`config.mk`:
```
export PLATFORM = sky130hd
export DESIGN_NAME = pipelined_select_adder
export DESIGN_NICKNAME = d
export VERILOG_FILES = /design/src/rtl/pipelined_select_adder.sv
export SDC_FILE = /design/constraint.sdc
export NUM_CORES = 1
export LEC_CHECK = 0
export CORE_MARGIN = 4
export CORE_UTILIZATION = 56
export DETAILED_ROUTE_END_ITERATION = 16
export GPL_TIMING_DRIVEN = 0
export MAX_ROUTING_LAYER = met4
export PLACE_DENSITY_LB_ADDON = 0.3
export RECOVER_POWER = 50
export SLEW_MARGIN = 40
export SYNTH_ARGS = -nofsm -noshare
export SYNTH_HDL_FRONTEND = slang
export SYNTH_SLANG_ARGS = --single-unit
```
`constraint.sdc`:
```
create_clock -name clk -period 10.6 [get_ports clk]
set_input_delay 2.65 -clock clk [delete_from_list [all_inputs] [get_ports clk]]
set_output_delay 2.65 -clock clk [all_outputs]
set_load 0.02 [all_outputs]
```
`src/rtl/pipelined_select_adder.sv`:
```
// pipelined_select_adder: two-stage carry-select adder/subtractor with valid/ready flow control, saturation and flags
// Ports:
//   clk, rst                         clock, synchronous active-high reset
//   in_valid_i / in_ready_o          operand handshake
//   a_i, b_i [N-1:0]                 two's complement operands
//   cin_i, sub_i, sat_i              carry/borrow in, subtract select, saturate enable
//   out_valid_o / out_ready_i        result handshake
//   result_o [N-1:0]                 wrapped or saturated sum/difference
//   carry_o, overflow_o, negative_o  raw-operation flags
//   zero_o                           result_o == 0 after saturation
module pipelined_select_adder #(
   parameter int N     = 16,
   parameter int BLOCK = 4
) (
   input  logic         clk,
   input  logic         rst,
   input  logic         in_valid_i,
   output logic         in_ready_o,
   input  logic [N-1:0] a_i,
   input  logic [N-1:0] b_i,
   input  logic         cin_i,
   input  logic         sub_i,
   input  logic         sat_i,
   output logic         out_valid_o,
   input  logic         out_ready_i,
   output logic [N-1:0] result_o,
   output logic         carry_o,
   output logic         overflow_o,
   output logic         negative_o,
   output logic         zero_o
);
   localparam int H   = N / 2;
   localparam int NBH = H / BLOCK;
   localparam int NB  = N / BLOCK;
   logic [N-1:0] bx;
   logic c0;
   logic [NB-1:0][BLOCK:0] s0, s1;
   logic [H-1:0] lo_d, lo_q;
   logic chi_d, chi_q;
   logic [1:0][H-1:0] up_d, up_q;
   logic [1:0] co_d, co_q, ci_d, ci_q;
   logic sat_q, v1_q, v2_q, adv1, adv2;
   logic [H-1:0] up_sel;
   logic [N-1:0] raw, result_d, result_q;
   logic carry_d, overflow_d, negative_d, zero_d;
   logic carry_q, overflow_q, negative_q, zero_q;
   assign bx = sub_i ? ~b_i : b_i;
   assign c0 = sub_i ^ cin_i;
   genvar g;
   for (g = 0; g < NB; g++) begin : g_blk
      assign s0[g] = {1'b0, a_i[g*BLOCK +: BLOCK]} + {1'b0, bx[g*BLOCK +: BLOCK]};
      assign s1[g] = {1'b0, a_i[g*BLOCK +: BLOCK]} + {1'b0, bx[g*BLOCK +: BLOCK]} + (BLOCK+1)'(1);
   end
   // Lower half resolves fully; the upper half is resolved for both possible carries into it.
   always_comb begin
      lo_d  = '0;
      chi_d = c0;
      up_d  = '0;
      co_d  = '0;
      ci_d  = '0;
      for (int i = 0; i < NBH; i++) begin
         lo_d[i*BLOCK +: BLOCK] = chi_d ? s1[i][BLOCK-1:0] : s0[i][BLOCK-1:0];
         chi_d = chi_d ? s1[i][BLOCK] : s0[i][BLOCK];
      end
      for (int k = 0; k < 2; k++) begin
         co_d[k] = k[0];
         for (int i = 0; i < NBH; i++) begin
            up_d[k][i*BLOCK +: BLOCK] = co_d[k] ? s1[NBH+i][BLOCK-1:0] : s0[NBH+i][BLOCK-1:0];
            co_d[k] = co_d[k] ? s1[NBH+i][BLOCK] : s0[NBH+i][BLOCK];
         end
         // Carry into the MSB recovered from the MSB sum bit and its operand bits.
         ci_d[k] = a_i[N-1] ^ bx[N-1] ^ up_d[k][H-1];
      end
   end
   assign adv2       = !v2_q || out_ready_i;
   assign adv1       = !v1_q || adv2;
   assign in_ready_o = adv1;
   assign up_sel     = chi_q ? up_q[1] : up_q[0];
   assign raw        = {up_sel, lo_q};
   assign carry_d    = co_q[chi_q];
   assign overflow_d = co_q[chi_q] ^ ci_q[chi_q];
   assign negative_d = raw[N-1] ^ overflow_d;
   assign result_d   = (sat_q && overflow_d) ? (negative_d ? {1'b1, {(N-1){1'b0}}} : {1'b0, {(N-1){1'b1}}}) : raw;
   assign zero_d     = result_d == '0;
   always_ff @(posedge clk) begin
      if (rst) begin
         v1_q       <= 1'b0;
         v2_q       <= 1'b0;
         lo_q       <= '0;
         chi_q      <= 1'b0;
         up_q       <= '0;
         co_q       <= '0;
         ci_q       <= '0;
         sat_q      <= 1'b0;
         result_q   <= '0;
         carry_q    <= 1'b0;
         overflow_q <= 1'b0;
         negative_q <= 1'b0;
         zero_q     <= 1'b1;
      end else begin
         if (adv1) v1_q <= in_valid_i;
         if (in_valid_i && adv1) begin
            lo_q  <= lo_d;
            chi_q <= chi_d;
            up_q  <= up_d;
            co_q  <= co_d;
            ci_q  <= ci_d;
            sat_q <= sat_i;
         end
         if (adv2) v2_q <= v1_q;
         if (adv2 && v1_q) begin
            result_q   <= result_d;
            carry_q    <= carry_d;
            overflow_q <= overflow_d;
            negative_q <= negative_d;
            zero_q     <= zero_d;
         end
      end
   end
   assign out_valid_o = v2_q;
   assign result_o    = result_q;
   assign carry_o     = carry_q;
   assign overflow_o  = overflow_q;
   assign negative_o  = negative_q;
   assign zero_o      = zero_q;
endmodule

```
==> Yosys cells after proc, flatten, opt, wreduce, memory -nomap -nowiden <==
Index checks and enable logic that the tools add are counted.
{ "totals": {"reg_bits": 52, "mem_count": 0, "latch_bits": 0, "ram_bits": 0, "mem_bits_ro": 0} }
{ "op_classes": {"div_mod_pow": 0, "n_reduce_logical": 8, "muxes": 16, "addsub": 8, "eq_ne": 0, "n_shift": 0, "n_bitwise": 7, "n_lt_le_gt_ge": 1, "n_mul": 0} }
{ "op_table": {"columns": ["operator", "n"], "rows": [
  ["two-way mux 16 bit", 3],
  ["adder 4 x 4 -> 5 bit", 4],
  ["adder 5 x 1 -> 5 bit, second input constant", 4],
  ["zero test 16 bit", 1],
  ["two-way mux 4 bit", 4],
  ["NOT 16 bit", 1],
  ["two-way mux 1 bit", 8],
  ["two-way mux 8 bit", 1],
  ["bitwise XOR 1 bit", 6],
  ["logical AND 1 bit", 3],
  ["zero test 1 bit", 2],
  ["logical OR 1 bit", 2],
  ["less-than comparator 1 x 2 -> 1 bit, second input constant", 1]
]} }

==> Depth between registers and ports, before layout <==
{ "logic_depth": {"word_depth": 7, "mapped_depth": 13} }

==> Worst setup path before layout <==
No wires, ideal clock.
{ "synth_path": {"path_kind": "in2out", "startpoint": "in out_ready_i", "endpoint": "out in_ready_o", "cell_stages": 1, "path_slack_ns": 5.008, "n_path_buf": 0, "arrival_time_ns": 2.942, "cell_sequence": "nand3b_1"} }
{ "synth_between": {"elab_chain_cells": 2} }
{ "synth_lines": {"columns": ["item", "line", "text"], "rows": [
  ["start: declaration", "25", "input logic out_ready_i,"],
  ["logical OR 1 bit", "75", "assign adv2 = !v2_q || out_ready_i;"],
  ["logical OR 1 bit", "76", "assign adv1 = !v1_q || adv2;"],
  ["end: declaration", "18", "output logic in_ready_o,"]
]} }
Every way passes these cells.

==> Worst setup path in the final report <==
Same ends and word-level chain as after synthesis.

==> results.md <==
- Met1 Wirelength: 3080 µm
- Seq pwr share: 42.2%
- CTS Buf Count: 5
- Top Layer Used: met4
- Synthesized area: 0.00320 mm²
- Final slew viol count: 0
- Dpl hpwl: 5890 µm
- Syn Inst Count: 387
- Post-CTS setup buffer count: 0
- Arr. time, crit path: 3.96 ns
- RD Place Congestion: 0.866
- Syn_nets: 450
- Total Wirelength: 7240 µm
- Row cnt: 27
- Endpoints failing setup: 0
- CTS tree: done
- Area growth syn-to-layout: 24.3%
- Worst-Margin Slew: 0.711 ns
- Synth Area per Inst: 8.26 µm²
- Core area: 0.00551 mm²
- Chip width: 83.6 µm
- Via Count: 2881
- Dominant cells by area after synthesis: dfxtp_1, ha_1, nand2_1
- Via density: 5.48
- HP Class: flip-flop to flip-flop
- Clk Latency, worst-skew pair: 0.32 ns
- DR WL/cell: 13.8 µm
- Commonest non-fill, non-tap cell in the layout: nand2_1
- Multi-input gate area: 0.00201 mm²
- Fill count: 456
- DRT antenna net count: 0
- Power per cell area: 136 mW/mm²
- Htree depth: 2
- Worst rel slew slack: 52.6%
- Period minus WS final: 6.61 ns
- Final layout net count: 516
- Setup TNS: 0 ns
- # hold bufs at CTS: 0
- Outcome: complete, no violations
- Cell variety after synth: 43
- Antenna violations before repair: 0
- CP Max Fanout: 4
- Number of DRC markers in iteration 0: 148
- Power share of the clock group: 21.8%
- Yosys top cell by area: dfxtp_1
- Net Sw Frac: 35.1%
- Clk slew on worst S/H paths: 0.10 ns
- RSZ-0062 raised after global routing: false
- Remaining DRCs: 0
- CP Data Required Time: 7.95 ns
- Worst vdd ir: 76.2 µV
- CP Capture Type: output pin
- Gate power share: 36.0%
- CTS max path bufs: 2
- Critical path startpoint category: primary input
- Gr usage total: 21.3%
- YS warnings: 0
- GRT overflow: 0
- Most frequent cells in the layout: nand2_1, dfxtp_1, a21oi_1
- Share of layout cells above drive strength 1: 3.52%
- Met2 Wirelength: 3590 µm
- Die ar.: 0.00698 mm²
- Die Y-Extent: 83.6 µm
- Global-route wire length before repair: 11900 µm
- I/O pin count: 61
- Largest net degree at the start of global routing: 19
- Clock Tree Root: clkbuf_8
- Vias in the first global route: 2734
- Antenna diodes: 0
- Input/output buffers: 59
- Layout Skew: 0.00853 ns
- Max-Cap Viols: 0
- Final period utilization: 62.4%
- Met3 Wirelength: 395 µm
- Total clock sinks: 52
- P_sw: 190 µW
- Crit path kind: primary input to output pin
- TritonRoute pass-1 iters: 4
- FF+latch area: 0.00104 mm²
- Initial core utilization: 58.1%
- Post-CTS sizing: 0
- P_int: 352 µW
- Max frequency: 0.151 GHz
- Leakage: 1.61 nW
- Post-synthesis sequential area ratio: 32.6%
- Yosys reg bits: 52
- Post-synth top area share: 32.6%
- Hold Vio Cnt, Final: 0
- Tot Pwr: 542 µW
power groups by stage:
stage / clock network, mW / logic [mW] / registers, mW
detailed placement: 0 / 0.196 / 0.233
CTS: 0.119 / 0.197 / 0.229
global route: 0.124 / 0.218 / 0.231
floorplan: 0 / 0.135 / 0.236
finish: 0.118 / 0.195 / 0.229
global placement: 0 / 0.188 / 0.232
flip-flops by register name, indices dropped and copies added, names as in the netlist, 2 cells and up:
register  flops
lo_q          8
up_q         16
result_o     16
ci_q          2
co_q          2
logic make-up (layout without fill, tap and decap cells):
logic type,Yosys count,count (layout),share of synthesized area (%)
AND/OR/NAND/NOR,132,132,19.5
multiplexers,11,11,3.44
adder cells (fa/ha/maj),24,24,10.3
flip-flops,52,52,32.6
XOR/XNOR,43,43,12.4
buffers and inverters,36,103,4.54
AO/OA/AOI/OAI,89,89,17.3
stage by stage:
stage | worst slack, ns | hold slack (ns) | utilization (%) | instance area, µm² | std cells
3_3_place_gp | 4.05 | 0.440 | 70.4 | 3880 | 518
3_5_place_dp | 4.05 | 0.444 | 70.4 | 3880 | 518
6_report | 3.99 | 0.450 | 72.2 | 3980 | 526
4_1_cts | 4.05 | 0.459 | 72.2 | 3980 | 526
5_1_grt | 3.94 | 0.471 | 72.2 | 3980 | 526
2_1_floorplan | 5.01 | 0.431 | - | 3200 | 387
cells in the mapped netlist, drive strengths merged:
| master | number |
|---|---|
| nand2 | 60 |
| dfxtp | 52 |
| a21oi | 41 |
| xor2 | 25 |
| nor2 | 22 |
| ha | 20 |
| nand3 | 19 |
| xnor2 | 18 |
| inv | 17 |
| clkbuf | 13 |
| mux2i | 11 |
| o211ai | 11 |
| o21ai | 11 |
| a211oi | 10 |
| a21o | 6 |
| buf | 6 |
| nand2b | 5 |
| and2 | 4 |
| fa | 4 |
| nand3b | 4 |
| nor3 | 4 |
| nor4 | 4 |
| nor2b | 3 |
| or4 | 3 |
| nand4 | 2 |
| a21bo | 1 |
| a221o | 1 |
| a311oi | 1 |
| a31oi | 1 |
| a32o | 1 |
| and3 | 1 |
| o21a | 1 |
| o311ai | 1 |
| o31a | 1 |
| o31ai | 1 |
| o32ai | 1 |
| or4bb | 1 |
worst paths after layout:
check	cells past startpoint	slack, ns	to	from
worst min-delay path	2	0.45	result_o[6]$_SDFFE_PP0P_	result_o[6]$_SDFFE_PP0P_
worst min register to register	2	0.45	result_o[6]$_SDFFE_PP0P_	result_o[6]$_SDFFE_PP0P_
worst max register to register	8	8.46	result_o[7]$_SDFFE_PP0P_	chi_q$_SDFFE_PP0P_
worst max-delay path	3	3.99	in_ready_o	out_ready_i
critical path, cell delays in order:
cell and delay (ns):
dlygate4sd3_1 0.54, nand3b_1 0.21, clkdlybuf4s50_1 0.57
per-layer routing:
| layer | vias to the layer above | GRT usage (%) |
|---|---|---|
| met3 | 14 | 2.47 |
| li1 | 1480 | - |
| met4 | 0 | 10.4 |
| met1 | 1304 | 23.8 |
| met2 | 83 | 37.3 |
| met5 | - | - |
cell type report:
type	instances	share of cell area (%)
buffer	19	2.05
clock buffer	5	1.73
clock inverter	3	0.692
inverter	17	1.61
multi-input combinational	299	50.6
sequential	52	26.2
tap	72	2.27
timing repair buffer	59	14.9
No activity file was read; power rests on OpenSTA's default activity.
